File: src/rtl/sad_search_ctrl_pkg.sv
// Shared definitions for the SAD block-match search controller:
// FSM state encoding, position-count helpers and the all-ones SAD seed.
package sad_pkg;

  typedef enum logic [1:0] {
    ST_IDLE  = 2'd0,
    ST_ISSUE = 2'd1,
    ST_DRAIN = 2'd2,
    ST_DONE  = 2'd3
  } state_t;

  // Widest SAD supported; the top slices this down to its own SAD_W.
  localparam int          SAD_MAX_W = 64;
  localparam logic [63:0] SAD_MAX   = {64{1'b1}};

  // Window positions along the horizontal axis.
  function automatic int pos_cols(input int frame_w, input int win);
    return frame_w - win + 1;
  endfunction

  // Window positions along the vertical axis.
  function automatic int pos_rows(input int frame_h, input int win);
    return frame_h - win + 1;
  endfunction

endpackage

File: src/rtl/sad_search_ctrl_if.sv
// Bus between the control unit / SAD datapath and the search controller.
// slave: the controller itself; master: whoever drives the search.
interface sad_search_ctrl_if #(parameter int SAD_W = 32);

  logic             Start;
  logic             Abort;
  logic             Stall;
  logic             IssueValid;
  logic [15:0]      IssueRow;
  logic [15:0]      IssueCol;
  logic             ResultValid;
  logic [SAD_W-1:0] ResultSAD;
  logic             Busy;
  logic             Done;
  logic             Aborted;
  logic [SAD_W-1:0] BestSAD;
  logic [15:0]      BestRow;
  logic [15:0]      BestCol;

  modport slave (
    input  Start, Abort, Stall, ResultValid, ResultSAD,
    output IssueValid, IssueRow, IssueCol, Busy, Done, Aborted,
           BestSAD, BestRow, BestCol
  );

  modport master (
    output Start, Abort, Stall, ResultValid, ResultSAD,
    input  IssueValid, IssueRow, IssueCol, Busy, Done, Aborted,
           BestSAD, BestRow, BestCol
  );

endinterface

File: src/rtl/sad_search_ctrl_pos_counter.sv
// Raster position counter (column fastest). Advances on en, returns to
// (0,0) on clr or after the last position; last flags the final position.
module sad_pos_counter #(
  parameter int COLS = 61,
  parameter int ROWS = 61
) (
  input  logic        Clk,
  input  logic        Reset,
  input  logic        clr,
  input  logic        en,
  output logic [15:0] row,
  output logic [15:0] col,
  output logic        last
);

  logic [15:0] row_r;
  logic [15:0] col_r;
  logic        col_end_s;

  assign col_end_s = (col_r == 16'(COLS - 1));
  assign last      = col_end_s && (row_r == 16'(ROWS - 1));
  assign row       = row_r;
  assign col       = col_r;

  // Position register: clear, hold, or step to the next raster position.
  always_ff @(posedge Clk or negedge Reset) begin
    if (!Reset) begin
      row_r <= 16'd0;
      col_r <= 16'd0;
    end else if (clr) begin
      row_r <= 16'd0;
      col_r <= 16'd0;
    end else if (en) begin
      if (last) begin
        row_r <= 16'd0;
        col_r <= 16'd0;
      end else if (col_end_s) begin
        row_r <= row_r + 16'd1;
        col_r <= 16'd0;
      end else begin
        col_r <= col_r + 16'd1;
      end
    end
  end

endmodule

File: src/rtl/sad_search_ctrl.sv
// SAD block-match search controller. Issues one window position per cycle
// into the SAD pipeline, tags in-order results with their positions and
// keeps the running minimum. Optional feature macro: SAD_EARLY_EXIT_EN
// (a zero SAD accepted while issuing ends the issue phase early).
module sad_search_ctrl
  import sad_pkg::*;
#(
  parameter int FRAME_W = 64,
  parameter int FRAME_H = 64,
  parameter int WIN     = 4,
  parameter int MAX_OUT = 4,
  parameter int SAD_W   = 32
) (
  input logic             Clk,
  input logic             Reset,
  sad_search_ctrl_if.slave bus
);

  localparam int COLS = pos_cols(FRAME_W, WIN);
  localparam int ROWS = pos_rows(FRAME_H, WIN);
  localparam int OW   = $clog2(MAX_OUT + 1);
  localparam logic [SAD_W-1:0] SAD_SEED = SAD_MAX[SAD_W-1:0];

  state_t           state_r;
  state_t           state_s;
  logic [OW-1:0]    outst_r;
  logic             start_s;
  logic             abort_act_s;
  logic             issue_fire_s;
  logic             res_acc_s;
  logic             early_s;
  logic [15:0]      iss_row_s;
  logic [15:0]      iss_col_s;
  logic             iss_last_s;
  logic [15:0]      ret_row_s;
  logic [15:0]      ret_col_s;
  logic             ret_last_s;
  logic             unused_ret_last_s;
  logic             abort_seen_r;
  logic             busy_r;
  logic             done_r;
  logic             aborted_r;
  logic [SAD_W-1:0] best_sad_r;
  logic [15:0]      best_row_r;
  logic [15:0]      best_col_r;

  assign start_s      = (state_r == ST_IDLE) && bus.Start;
  assign abort_act_s  = bus.Abort && ((state_r == ST_ISSUE) || (state_r == ST_DRAIN));
  assign issue_fire_s = (state_r == ST_ISSUE) && !bus.Stall && !bus.Abort &&
                        (outst_r < OW'(MAX_OUT));
  // Results arriving with nothing outstanding are stray and dropped.
  assign res_acc_s    = bus.ResultValid && (outst_r != '0);
  // The return side only needs its position; end of scan is known from outst.
  assign unused_ret_last_s = ret_last_s;

`ifdef SAD_EARLY_EXIT_EN
  assign early_s = (state_r == ST_ISSUE) && res_acc_s && (bus.ResultSAD == '0);
`else
  assign early_s = 1'b0;
`endif

  sad_pos_counter #(.COLS(COLS), .ROWS(ROWS)) u_issue_pos (
    .Clk   (Clk),
    .Reset (Reset),
    .clr   (start_s),
    .en    (issue_fire_s),
    .row   (iss_row_s),
    .col   (iss_col_s),
    .last  (iss_last_s)
  );

  sad_pos_counter #(.COLS(COLS), .ROWS(ROWS)) u_return_pos (
    .Clk   (Clk),
    .Reset (Reset),
    .clr   (start_s),
    .en    (res_acc_s),
    .row   (ret_row_s),
    .col   (ret_col_s),
    .last  (ret_last_s)
  );

  // FSM state register.
  always_ff @(posedge Clk or negedge Reset) begin
    if (!Reset) begin
      state_r <= ST_IDLE;
    end else begin
      state_r <= state_s;
    end
  end

  // FSM next-state logic.
  always_comb begin
    state_s = state_r;
    case (state_r)
      ST_IDLE: begin
        if (bus.Start) begin
          state_s = ST_ISSUE;
        end else begin
          state_s = ST_IDLE;
        end
      end
      ST_ISSUE: begin
        if (bus.Abort || (issue_fire_s && iss_last_s) || early_s) begin
          state_s = ST_DRAIN;
        end else begin
          state_s = ST_ISSUE;
        end
      end
      ST_DRAIN: begin
        if (outst_r == '0) begin
          state_s = ST_DONE;
        end else begin
          state_s = ST_DRAIN;
        end
      end
      ST_DONE: begin
        state_s = ST_IDLE;
      end
      default: begin
        state_s = ST_IDLE;
      end
    endcase
  end

  // Outstanding count: +1 per issue, -1 per accepted result, both cancel.
  always_ff @(posedge Clk or negedge Reset) begin
    if (!Reset) begin
      outst_r <= '0;
    end else begin
      case ({issue_fire_s, res_acc_s})
        2'b10:   outst_r <= outst_r + OW'(1);
        2'b01:   outst_r <= outst_r - OW'(1);
        default: outst_r <= outst_r;
      endcase
    end
  end

  // Status outputs, registered from the next state so they track the FSM.
  always_ff @(posedge Clk or negedge Reset) begin
    if (!Reset) begin
      busy_r <= 1'b0;
      done_r <= 1'b0;
    end else begin
      busy_r <= (state_s != ST_IDLE);
      done_r <= (state_s == ST_DONE);
    end
  end

  // Abort bookkeeping: remember an abort during the search, publish it at DONE.
  always_ff @(posedge Clk or negedge Reset) begin
    if (!Reset) begin
      abort_seen_r <= 1'b0;
      aborted_r    <= 1'b0;
    end else if (start_s) begin
      abort_seen_r <= 1'b0;
      aborted_r    <= 1'b0;
    end else begin
      if (abort_act_s) begin
        abort_seen_r <= 1'b1;
      end
      if ((state_s == ST_DONE) && (state_r != ST_DONE)) begin
        aborted_r <= abort_seen_r || abort_act_s;
      end
    end
  end

  // Running minimum; strict compare so ties keep the earlier position.
  always_ff @(posedge Clk or negedge Reset) begin
    if (!Reset) begin
      best_sad_r <= SAD_SEED;
      best_row_r <= 16'd0;
      best_col_r <= 16'd0;
    end else if (start_s) begin
      best_sad_r <= SAD_SEED;
      best_row_r <= 16'd0;
      best_col_r <= 16'd0;
    end else if (res_acc_s && (bus.ResultSAD < best_sad_r)) begin
      best_sad_r <= bus.ResultSAD;
      best_row_r <= ret_row_s;
      best_col_r <= ret_col_s;
    end
  end

  assign bus.IssueValid = issue_fire_s;
  assign bus.IssueRow   = iss_row_s;
  assign bus.IssueCol   = iss_col_s;
  assign bus.Busy       = busy_r;
  assign bus.Done       = done_r;
  assign bus.Aborted    = aborted_r;
  assign bus.BestSAD    = best_sad_r;
  assign bus.BestRow    = best_row_r;
  assign bus.BestCol    = best_col_r;

endmodule

File: src/flat_wrapper.sv
// flat-port wrapper written by rule: the top's interface ports become plain ports
module sad_search_ctrl_flat import sad_pkg::*;
#(
  parameter int FRAME_W = 64,
  parameter int FRAME_H = 64,
  parameter int WIN     = 4,
  parameter int MAX_OUT = 4,
  parameter int SAD_W   = 32
)
  (Clk, Reset, bus_Start, bus_Abort, bus_Stall, bus_ResultValid, bus_ResultSAD, bus_IssueValid, bus_IssueRow, bus_IssueCol, bus_Busy, bus_Done, bus_Aborted, bus_BestSAD, bus_BestRow, bus_BestCol);
  sad_search_ctrl_if #(.SAD_W(SAD_W)) bus_i ();
  input logic Clk;
  input logic Reset;
  input wire logic [$bits(bus_i.Start)-1:0] bus_Start;
  input wire logic [$bits(bus_i.Abort)-1:0] bus_Abort;
  input wire logic [$bits(bus_i.Stall)-1:0] bus_Stall;
  input wire logic [$bits(bus_i.ResultValid)-1:0] bus_ResultValid;
  input wire logic [$bits(bus_i.ResultSAD)-1:0] bus_ResultSAD;
  output wire logic [$bits(bus_i.IssueValid)-1:0] bus_IssueValid;
  output wire logic [$bits(bus_i.IssueRow)-1:0] bus_IssueRow;
  output wire logic [$bits(bus_i.IssueCol)-1:0] bus_IssueCol;
  output wire logic [$bits(bus_i.Busy)-1:0] bus_Busy;
  output wire logic [$bits(bus_i.Done)-1:0] bus_Done;
  output wire logic [$bits(bus_i.Aborted)-1:0] bus_Aborted;
  output wire logic [$bits(bus_i.BestSAD)-1:0] bus_BestSAD;
  output wire logic [$bits(bus_i.BestRow)-1:0] bus_BestRow;
  output wire logic [$bits(bus_i.BestCol)-1:0] bus_BestCol;
  assign bus_i.Start = bus_Start;
  assign bus_i.Abort = bus_Abort;
  assign bus_i.Stall = bus_Stall;
  assign bus_i.ResultValid = bus_ResultValid;
  assign bus_i.ResultSAD = bus_ResultSAD;
  assign bus_IssueValid = bus_i.IssueValid;
  assign bus_IssueRow = bus_i.IssueRow;
  assign bus_IssueCol = bus_i.IssueCol;
  assign bus_Busy = bus_i.Busy;
  assign bus_Done = bus_i.Done;
  assign bus_Aborted = bus_i.Aborted;
  assign bus_BestSAD = bus_i.BestSAD;
  assign bus_BestRow = bus_i.BestRow;
  assign bus_BestCol = bus_i.BestCol;
  sad_search_ctrl #(.FRAME_W(FRAME_W), .FRAME_H(FRAME_H), .WIN(WIN), .MAX_OUT(MAX_OUT), .SAD_W(SAD_W)) u_core (.Clk(Clk), .Reset(Reset), .bus(bus_i));
endmodule
File: config.mk
export PLATFORM = sky130hd
export DESIGN_NAME = sad_search_ctrl_flat
export DESIGN_NICKNAME = d
export VERILOG_FILES = /design/src/rtl/sad_search_ctrl_pkg.sv /design/src/rtl/sad_search_ctrl_if.sv /design/src/rtl/sad_search_ctrl_pos_counter.sv /design/src/rtl/sad_search_ctrl.sv /design/src/flat_wrapper.sv
export SDC_FILE = /design/constraint.sdc
export NUM_CORES = 1
export LEC_CHECK = 0
export CORE_MARGIN = 2
export CORE_UTILIZATION = 51
export CTS_CLUSTER_SIZE = 30
export DETAILED_ROUTE_END_ITERATION = 8
export GPL_TIMING_DRIVEN = 0
export PLACE_DENSITY_LB_ADDON = 0.08
export SKIP_CTS_REPAIR_TIMING = 1
export SLEW_MARGIN = 20
export SYNTH_ARGS = -nofsm -noshare
export SYNTH_HDL_FRONTEND = slang
export SYNTH_HIERARCHICAL = 1
export SYNTH_SLANG_ARGS = --single-unit
File: constraint.sdc
create_clock -name Clk -period 4.3 [get_ports Clk]
set_input_delay 0.86 -clock Clk [delete_from_list [all_inputs] [get_ports Clk]]
set_output_delay 0.86 -clock Clk [all_outputs]
set_load 0.005 [all_outputs]
==> results.json <==
{
  "status": "finished, final reports clean",
  "synth_area_um2": 8120,
  "cts_tree": "done",
  "crit_required_ps": 4580,
  "die_h_um": 130,
  "grt_pass1_vias": 7122,
  "grt_max_degree": 98,
  "cts-buffers-inserted": 17,
  "critPathSlowestCell": "clkdlybuf4s50_1",
  "gp_congestion": 0.874,
  "numClockSinks": 137,
  "wl_per_cell_um": 18.1,
  "critical-path-max-stage-delay_ps": 520,
  "hold_viol": 0,
  "initial_core_util_pct": 51.6,
  "dieArea_um2": 16900,
  "cp_top_family": "buffers and inverters",
  "drive_gt1_share_pct": 12.1,
  "drt-initial-drc-count": 613,
  "setup_viol_count_final": 0,
  "fp.dieW_um": 130,
  "syn_avg_cell_area_um2": 9.39,
  "vias": 7565,
  "dr.pass1.iters": 6,
  "ctsRootBufferMaster": "clkbuf_16",
  "tightestPinTransition_ps": 630,
  "critPathBufInv": 6,
  "ant_nets": 0,
  "io_buffer_count": 137,
  "crit_arrival_ps": 3580,
  "fin_setup_tns_ps": 0,
  "detailed_place_hpwl_mm": 15.6,
  "drt_wl_total_mm": 22.6,
  "clockBufferDepth": 2,
  "grt_pass1_wl_mm": 36.3,
  "min_period_ps": 3290,
  "syn_nets": 948,
  "yosysWarnings": 6,
  "coreArea_um2": 15700,
  "power.density_nw_per_um2": 483,
  "peakVddDrop_mv": 0.287,
  "vias_per_cell": 6.05,
  "clock_skew_ps": 9.20,
  "area.growth.synth_to_final_pct": 28.7,
  "cpMostUsedCell": "clkbuf_1",
  "leakage_uw": 0.00445,
  "period_share_pct": 76.6,
  "rsz0062_at_grt": "no",
  "critPathKind": "in2reg",
  "cts.htree.levels": 4,
  "total_power_uw": 5050,
  "gr-total-overflow": 0,
  "max_freq_mhz": 304,
  "hp-class": "in2async",
  "endpoint_kind": "flip-flop",
  "clk_pin_slew_worst_paths_ps": 60,
  "drv_cap": 0,
  "path_cells": "clkdlybuf4s50_1, nand2_1, clkinv_1, clkbuf_1, clkbuf_1, a41oi_2, buf_6, clkbuf_1, o31ai_1, a21oi_1",
  "worstPathMaxFanout": 11,
  "n_antenna_cell": 0,
  "drv_slew": 0,
  "start_kind": "primary input",
  "track_usage_pct": 27.2,
  "clk_latency_ps": 410,
  "synthCells": 864,
  "ios": 138,
  "drc": 0,
  "antenna_found_initial": 0,
  "rows": 46,
  "layout.nets": 1105,
  "slew_headroom_pct": 57.6
}
[where the power goes]
part	internal, uW	leakage [uW]	switching (uW)
clock network	1050	0.000311	561
logic	726	0.00236	939
registers	1570	0.00178	207
[layer usage]
layer	routed length (um)	part of all wire (%)	vias to the layer above	global-route usage, %
met5	0	0	-	0
met3	1620	7.2	26	7.22
li1	-	-	3602	-
met2	10600	47	261	43.7
met1	9970	44	3676	36.0
met4	380	1.7	0	8.86
[path summary, 6_finish.rpt]
path | start | to | slack [ps] | cells after the start
min in group Clk | u_core/outst_r[0] | u_core/outst_r[0] | 500 | 1
max in group asynchronous | Reset | u_core/u_return_pos/col[8] | 3170 | 2
worst max-delay path | bus_Start | u_core/u_issue_pos/row[14] | 1010 | 10
worst max register to register | u_core/u_issue_pos/col[0] | u_core/bus.Aborted | 1150 | 12
worst min register to register | u_core/outst_r[0] | u_core/outst_r[0] | 500 | 1
worst min-delay path | Reset | u_core/u_issue_pos/row[11] | 340 | 1
[metrics by stage]
step / instance area (um2) / util, % / worst slack, ps / hold WS [ps] / instances
final: 10400 / 66.5 / 1010 / 339 / 1250
after global placement: 9760 / 62.1 / -3280 / 490 / 1217
after floorplan: 8120 / - / 1550 / 467 / 864
after CTS: 10400 / 66.5 / 1040 / 329 / 1250
after global routing: 10400 / 66.5 / 840 / 338 / 1250
after detailed placement: 9790 / 62.3 / 623 / 493 / 1218
[registers in the layout, summed over array words and instances (netlist names)]
name,cells
u_core/bus.Aborted,1
u_core/u_return_pos/col,16
u_core/bus.BestCol,16
u_core/outst_r,3
u_core/u_return_pos/row,16
u_core/bus.Done,1
u_core/u_issue_pos/row,16
u_core/bus.BestRow,16
u_core/state_r,2
u_core/u_issue_pos/col,16
u_core/bus.Busy,1
u_core/bus.BestSAD,32
u_core/abort_seen_r,1
[layout by cell type, fill, tap and decap left out, types with 4 or more instances in the layout]
cell type and count:
a21oi_1 74, a31oi_1 47, and2_1 6, and4_1 10
buf_2 26, buf_4 5, buf_6 6, bufinv_16 4
clkbuf_1 28, clkbuf_16 17, clkbuf_8 5, clkdlybuf4s50_1 136
clkinvlp_4 4, dfrtp_1 105, dfstp_2 32, ha_1 45
inv_1 55, nand2_1 39, nand3_1 27, nand4_1 52
nor2_1 31, nor3_1 15, nor4_1 40, o211ai_1 4
o21ai_0 25, o21ai_1 36, o31ai_1 50, or3_1 13
or4_1 20, or4b_1 4, xnor2_1 9, xor2_1 12
[final cells by class]
class | count | area [um2]
inverters | 58 | 218
well taps | 216 | 270
multi-input cells | 604 | 4090
flip-flops and latches | 137 | 3470
clock buffers | 22 | 494
repair buffers | 138 | 1400
plain buffers | 65 | 340
clock inverters | 10 | 164
fillers | 1346 | 5270
(Power assumes the default switching activity.)
